==> src/rtl/mwstage.sv <==
// Memory stage and M->W pipeline register: runs loads/stores over a req/ack bus,
// stalls upstream while an access is outstanding, and aborts accesses that never get acked.
`timescale 1ns/1ps
module mwstage #(
  parameter int unsigned TIMEOUT_CYC = 255
) (
  input  logic        clk,
  input  logic        rst,
  input  logic        regw_M,
  input  logic        memw_M,
  input  logic        regmem_M,
  input  logic [3:0]  regScr_M,
  input  logic [31:0] ALUrslt_M,
  input  logic [31:0] address_M,
  output logic        mem_req,
  output logic        mem_we,
  output logic [31:0] mem_addr,
  output logic [31:0] mem_wdata,
  input  logic        mem_ack,
  input  logic [31:0] mem_rdata,
  output logic        stall_M,
  output logic        regw_W,
  output logic        regmem_W,
  output logic [3:0]  regScr_W,
  output logic [31:0] ALUrslt_W,
  output logic [31:0] rdata_W,
  output logic        bus_fault
);

  localparam int unsigned CntW = $clog2(TIMEOUT_CYC + 1);
  localparam logic [CntW-1:0] CntLast = CntW'(TIMEOUT_CYC - 1);
  localparam logic [CntW-1:0] CntMax  = '1;

  typedef enum logic [0:0] {StIdle, StBusy} state_e;

  state_e          r_state, w_state_d;
  logic [CntW-1:0] r_cnt, w_cnt_d;
  logic            w_memop, w_start, w_ack, w_timeout, w_wait;

  logic        r_req, r_we, r_regw, r_fault;
  logic [31:0] r_addr, r_wdata, r_alu;
  logic [3:0]  r_scr;

  logic        r_w_regw, r_w_regmem;
  logic [3:0]  r_w_scr;
  logic [31:0] r_w_alu, r_w_rdata;

  always_comb begin
    w_memop   = memw_M | regmem_M;
    w_start   = 1'b0;
    w_ack     = 1'b0;
    w_timeout = 1'b0;
    w_wait    = 1'b0;
    w_state_d = r_state;
    w_cnt_d   = r_cnt;
    unique case (r_state)
      StIdle: begin
        if (w_memop) begin
          w_start   = 1'b1;
          w_state_d = StBusy;
          w_cnt_d   = '0;
        end
      end
      StBusy: begin
        // An ack in the last allowed cycle still completes the access.
        if (mem_ack) begin
          w_ack     = 1'b1;
          w_state_d = StIdle;
        end else if (r_cnt == CntLast) begin
          w_timeout = 1'b1;
          w_state_d = StIdle;
        end else begin
          w_wait = 1'b1;
          if (r_cnt != CntMax) w_cnt_d = r_cnt + CntW'(1);
        end
      end
      default: w_state_d = StIdle;
    endcase
  end

  assign stall_M = w_start | w_wait;

  always_ff @(posedge clk or negedge rst) begin
    if (!rst) begin
      r_state <= StIdle;
      r_cnt   <= '0;
    end else begin
      r_state <= w_state_d;
      r_cnt   <= w_cnt_d;
    end
  end

  // Bus side: request fields are captured once and held until ack or abort.
  always_ff @(posedge clk or negedge rst) begin
    if (!rst) begin
      r_req   <= 1'b0;
      r_we    <= 1'b0;
      r_addr  <= '0;
      r_wdata <= '0;
      r_regw  <= 1'b0;
      r_scr   <= '0;
      r_alu   <= '0;
      r_fault <= 1'b0;
    end else begin
      if (w_start) begin
        r_req   <= 1'b1;
        r_we    <= memw_M;
        r_addr  <= {address_M[31:2], 2'b00};
        r_wdata <= ALUrslt_M;
        r_regw  <= regw_M & ~memw_M;
        r_scr   <= regScr_M;
        r_alu   <= ALUrslt_M;
      end else if (w_ack || w_timeout) begin
        r_req <= 1'b0;
      end
      if (w_timeout) r_fault <= 1'b1;
    end
  end

  always_ff @(posedge clk or negedge rst) begin
    if (!rst) begin
      r_w_regw   <= 1'b0;
      r_w_regmem <= 1'b0;
      r_w_scr    <= '0;
      r_w_alu    <= '0;
      r_w_rdata  <= '0;
    end else if (stall_M) begin
      r_w_regw   <= 1'b0;
      r_w_regmem <= 1'b0;
    end else if (w_ack) begin
      r_w_regw   <= r_regw;
      r_w_regmem <= ~r_we;
      r_w_scr    <= r_scr;
      r_w_alu    <= r_alu;
      r_w_rdata  <= r_we ? 32'h0 : mem_rdata;
    end else if (w_timeout) begin
      r_w_regw   <= 1'b0;
      r_w_regmem <= 1'b0;
      r_w_rdata  <= '0;
    end else begin
      r_w_regw   <= regw_M;
      r_w_regmem <= 1'b0;
      r_w_scr    <= regScr_M;
      r_w_alu    <= ALUrslt_M;
      r_w_rdata  <= '0;
    end
  end

  assign mem_req   = r_req;
  assign mem_we    = r_we;
  assign mem_addr  = r_addr;
  assign mem_wdata = r_wdata;
  assign bus_fault = r_fault;
  assign regw_W    = r_w_regw;
  assign regmem_W  = r_w_regmem;
  assign regScr_W  = r_w_scr;
  assign ALUrslt_W = r_w_alu;
  assign rdata_W   = r_w_rdata;

endmodule

==> config.mk <==
export PLATFORM = sky130hd
export DESIGN_NAME = mwstage
export DESIGN_NICKNAME = d
export VERILOG_FILES = /design/src/rtl/mwstage.sv
export SDC_FILE = /design/constraint.sdc
export NUM_CORES = 1
export LEC_CHECK = 0
export CAP_MARGIN = 15
export CORE_MARGIN = 4
export CORE_UTILIZATION = 46
export CTS_CLUSTER_SIZE = 30
export DETAILED_ROUTE_END_ITERATION = 10
export GPL_TIMING_DRIVEN = 0
export HOLD_SLACK_MARGIN = 0.1
export PLACE_DENSITY = 0.85
export SYNTH_ARGS = -nofsm -noshare
export SYNTH_HDL_FRONTEND = slang
export SYNTH_SLANG_ARGS = --single-unit
export TNS_END_PERCENT = 5
==> constraint.sdc <==
create_clock -name clk -period 3.1 [get_ports clk]
set_clock_uncertainty 0.05 [all_clocks]
set_input_delay 0.62 -clock clk [delete_from_list [all_inputs] [get_ports clk]]
set_output_delay 0.62 -clock clk [all_outputs]
set_load 0.1 [all_outputs]
==> metrics.txt <==
first-pass GRT wire length 26500 µm; initial antenna violation count 0; multiplexer area fraction after synthesis 18.6%; largest area contributor in the netlist dfrtp_1; drt first pass iters 4; Post-CTS Setup Bufs 0; CP Launch Point r_cnt[0]$_DFFE_PN0P_; gpl congestion 0.839; DIE WIDTH 122 µm; DIE HEIGHT 122 µm; Cells after Synth 445; antenna fix cells 0; Clock Tree Buf Depth 2; post-synthesis compound-gate area fraction 9.94%; H-Tree Level Count 4; grt met1 use 26.3%; WP depth 6; IO buf count 239; final worst path period share 95.5%; Syn Area/Cell 13.4 µm²; Setup crit end kind primary output; GRT Total Usage 23.1%; Post-synth top flop dfrtp_1; RSZ-0062 raised after global routing no; total CTS buffers 17; synth warn 0; Synth area leaders dfrtp_1 (62%), mux2_1 (13%), mux2i_1 (6.0%); Worst EP required 2430 ps; worst r2r src r_cnt[0]$_DFFE_PN0P_; Boundary Pins 244; Finish-stage setup viols 0; DRT antenna net count 0; crit-path max cell delay 420 ps; vias in the first global route 5185; status complete, no violations; RR Endpoint r_cnt[6]$_DFFE_PN0P_; Arr. time, crit path 2290 ps; final hold violation count 0; gr ovfl total 0; Slew headroom 30.7%; core area 12700 µm²; critical path, cell by cell inv_1 -> ha_1 -> and4_1 -> o21ai_2 -> buf_2 -> clkbuf_4; sequential area share after synthesis 62.3%; maxcap violations 0; area grow syn2layout 55.3%; Post-Synth XOR/XNOR Area 0%; Distinct cells, synth 40; share of post-route cells with drive strength above 1 7.93%; simple-gate share of the synthesized area 5.86%; main combinational cell family by area after synthesis multiplexers; die outline area 14900 µm²; Worst Tran Pin Value 1040 ps; DRC Markers 0; Reg2Reg Depth 7; Worst-Skew Late Latency 410 ps; startpoint types register; GRT busiest layer met2; clk sinks 149; Slowest-stage cell, CP dfrtp_1; CP max FO 11; fmax 338 MHz; routing usage on met3 8.91%; setup ws final 138 ps; Layout Utilization 73.3%; fin. max-slew vios 0; CTS tree built; Critical Path End stall_M; met2 usage 39.8%; Via density 5.18; CP delay by family, top buffers and inverters; initial core utilization 47.2%; Hold Crit Class reg -> reg; DR WL/cell 18.6 µm; Iter 0 DRT Violations 216; ys async rst share 100%; area share of the largest cell type after synthesis 62.3%; largest net degree at the start of global routing 100; adder-cell area share of the yosys netlist 0.418%; area of the mapped netlist 5980 µm²; Final min period 2960 ps; Detailed Place HPWL 12400 µm; NumNets Final 814; EDFF count, synth 0; DP Worst Slack -604 ps; CTS Root Cell clkbuf_16; Rows 41; Bufs and invs on worst path 3; Sum Neg Setup Slack 0 ps; post-synthesis register bit count 149; reg-to-reg slack, setup 1060 ps; Post-Route WL 16600 µm; via count 4612; CP Class reg -> out; clk slew on worst S/H paths 60 ps
-- routing by layer --
metal | vias up | routed length (µm)
met1 | 2286 | 6260
met2 | 191 | 8410
li1 | 2114 | -
met5 | - | 0
met3 | 21 | 1640
met4 | 0 | 257
-- sequential cells by signal, summed over array words and instances, names as in the netlist --
signal,count
mem_addr,30
ALUrslt_W,32
regmem_W,1
r_state,1
mem_req,1
regw_W,1
r_scr,4
rdata_W,32
regScr_W,4
mem_we,1
bus_fault,1
r_alu,32
r_regw,1
r_cnt,8
-- metrics by stage --
| step | std cells | hold WS (ps) | cell area (µm²) |
|---|---|---|---|
| floorplan | 446 | 274 | 5990 |
| global placement | 857 | 410 | 8590 |
| detailed placement | 858 | 426 | 8620 |
| CTS | 891 | 440 | 9290 |
| global route | 891 | 454 | 9290 |
| finish | 891 | 434 | 9290 |
-- worst min-delay path: cells and delay by family, from the launching register on --
| family | cells | cell delay (ps) |
|---|---|---|
| flip-flops | 1 | 340 |
| AND/OR/NAND/NOR | 1 | 50 |
| AO/OA/AOI/OAI | 1 | 60 |
-- cell usage after synthesis (all sizes together), types with 3 or more instances --
cell	n
dfrtp	149
mux2	67
nand2	42
o21ai	40
mux2i	36
a22o	32
buf	19
clkbuf	13
nand3	9
and3	4
a211o	3
nand3b	3
-- cell type report --
cell class                 count  area [µm²]
multi-input combinational    263        2100
timing repair buffer         241        2430
buffer                        32         158
fill                         832        3380
inverter                       2        7.51
sequential                   149        3730
clock buffer                  24         512
clock inverter                 8         143
tap                          172         215
-- layout by cell type, fill, tap and decap left out, drive strengths merged, types with 2 or more instances in the layout --
master and instances:
o21ai 40, and4 2, nand3 9, a211o 3, nand3b 3, nand2b 2, buf 21, clkbuf 38
mux2i 36, mux2 67, nor4b 2, nor2 2, dfrtp 149, and3 4, a22o 32, inv 2
conb 2, clkinv 3, clkdlybuf4s50 237, bufinv 4, nand2 42, ha 2
-- timing repair --
| item | 4_1_cts | 5_1_grt |
|---|---|---|
| hold buffers | 1 | 0 |
| endpoints found under the setup margin | 1 | 1 |
| endpoints found under the hold margin | 3 | 0 |
| resized for setup | 6 | 1 |
-- worst min path at each step --
stage | from | endpoint | slack [ps] | depth (start not counted)
floorplan | rst | ALUrslt_W[0]$_DFFE_PN0P_ | 270 | 0
global placement | bus_fault$_DFFE_PN0P_ | bus_fault$_DFFE_PN0P_ | 410 | 1
detailed placement | mem_req$_DFFE_PN0P_ | mem_req$_DFFE_PN0P_ | 430 | 1
CTS | regScr_W[2]$_DFFE_PN0P_ | regScr_W[2]$_DFFE_PN0P_ | 440 | 2
global route | bus_fault$_DFFE_PN0P_ | bus_fault$_DFFE_PN0P_ | 450 | 1
finish | regScr_W[2]$_DFFE_PN0P_ | regScr_W[2]$_DFFE_PN0P_ | 430 | 2
-- cell families after synthesis --
family / count (synthesis)
and+or+nand+nor: 71
other: 1
adders and majority gates: 2
AOI/OAI and AO/OA: 85
DFF: 149
buffers and inverters: 34
muxes: 103
Power is not shown: default switching activity piles up to over one toggle a cycle in this logic, so the estimate is an artifact.
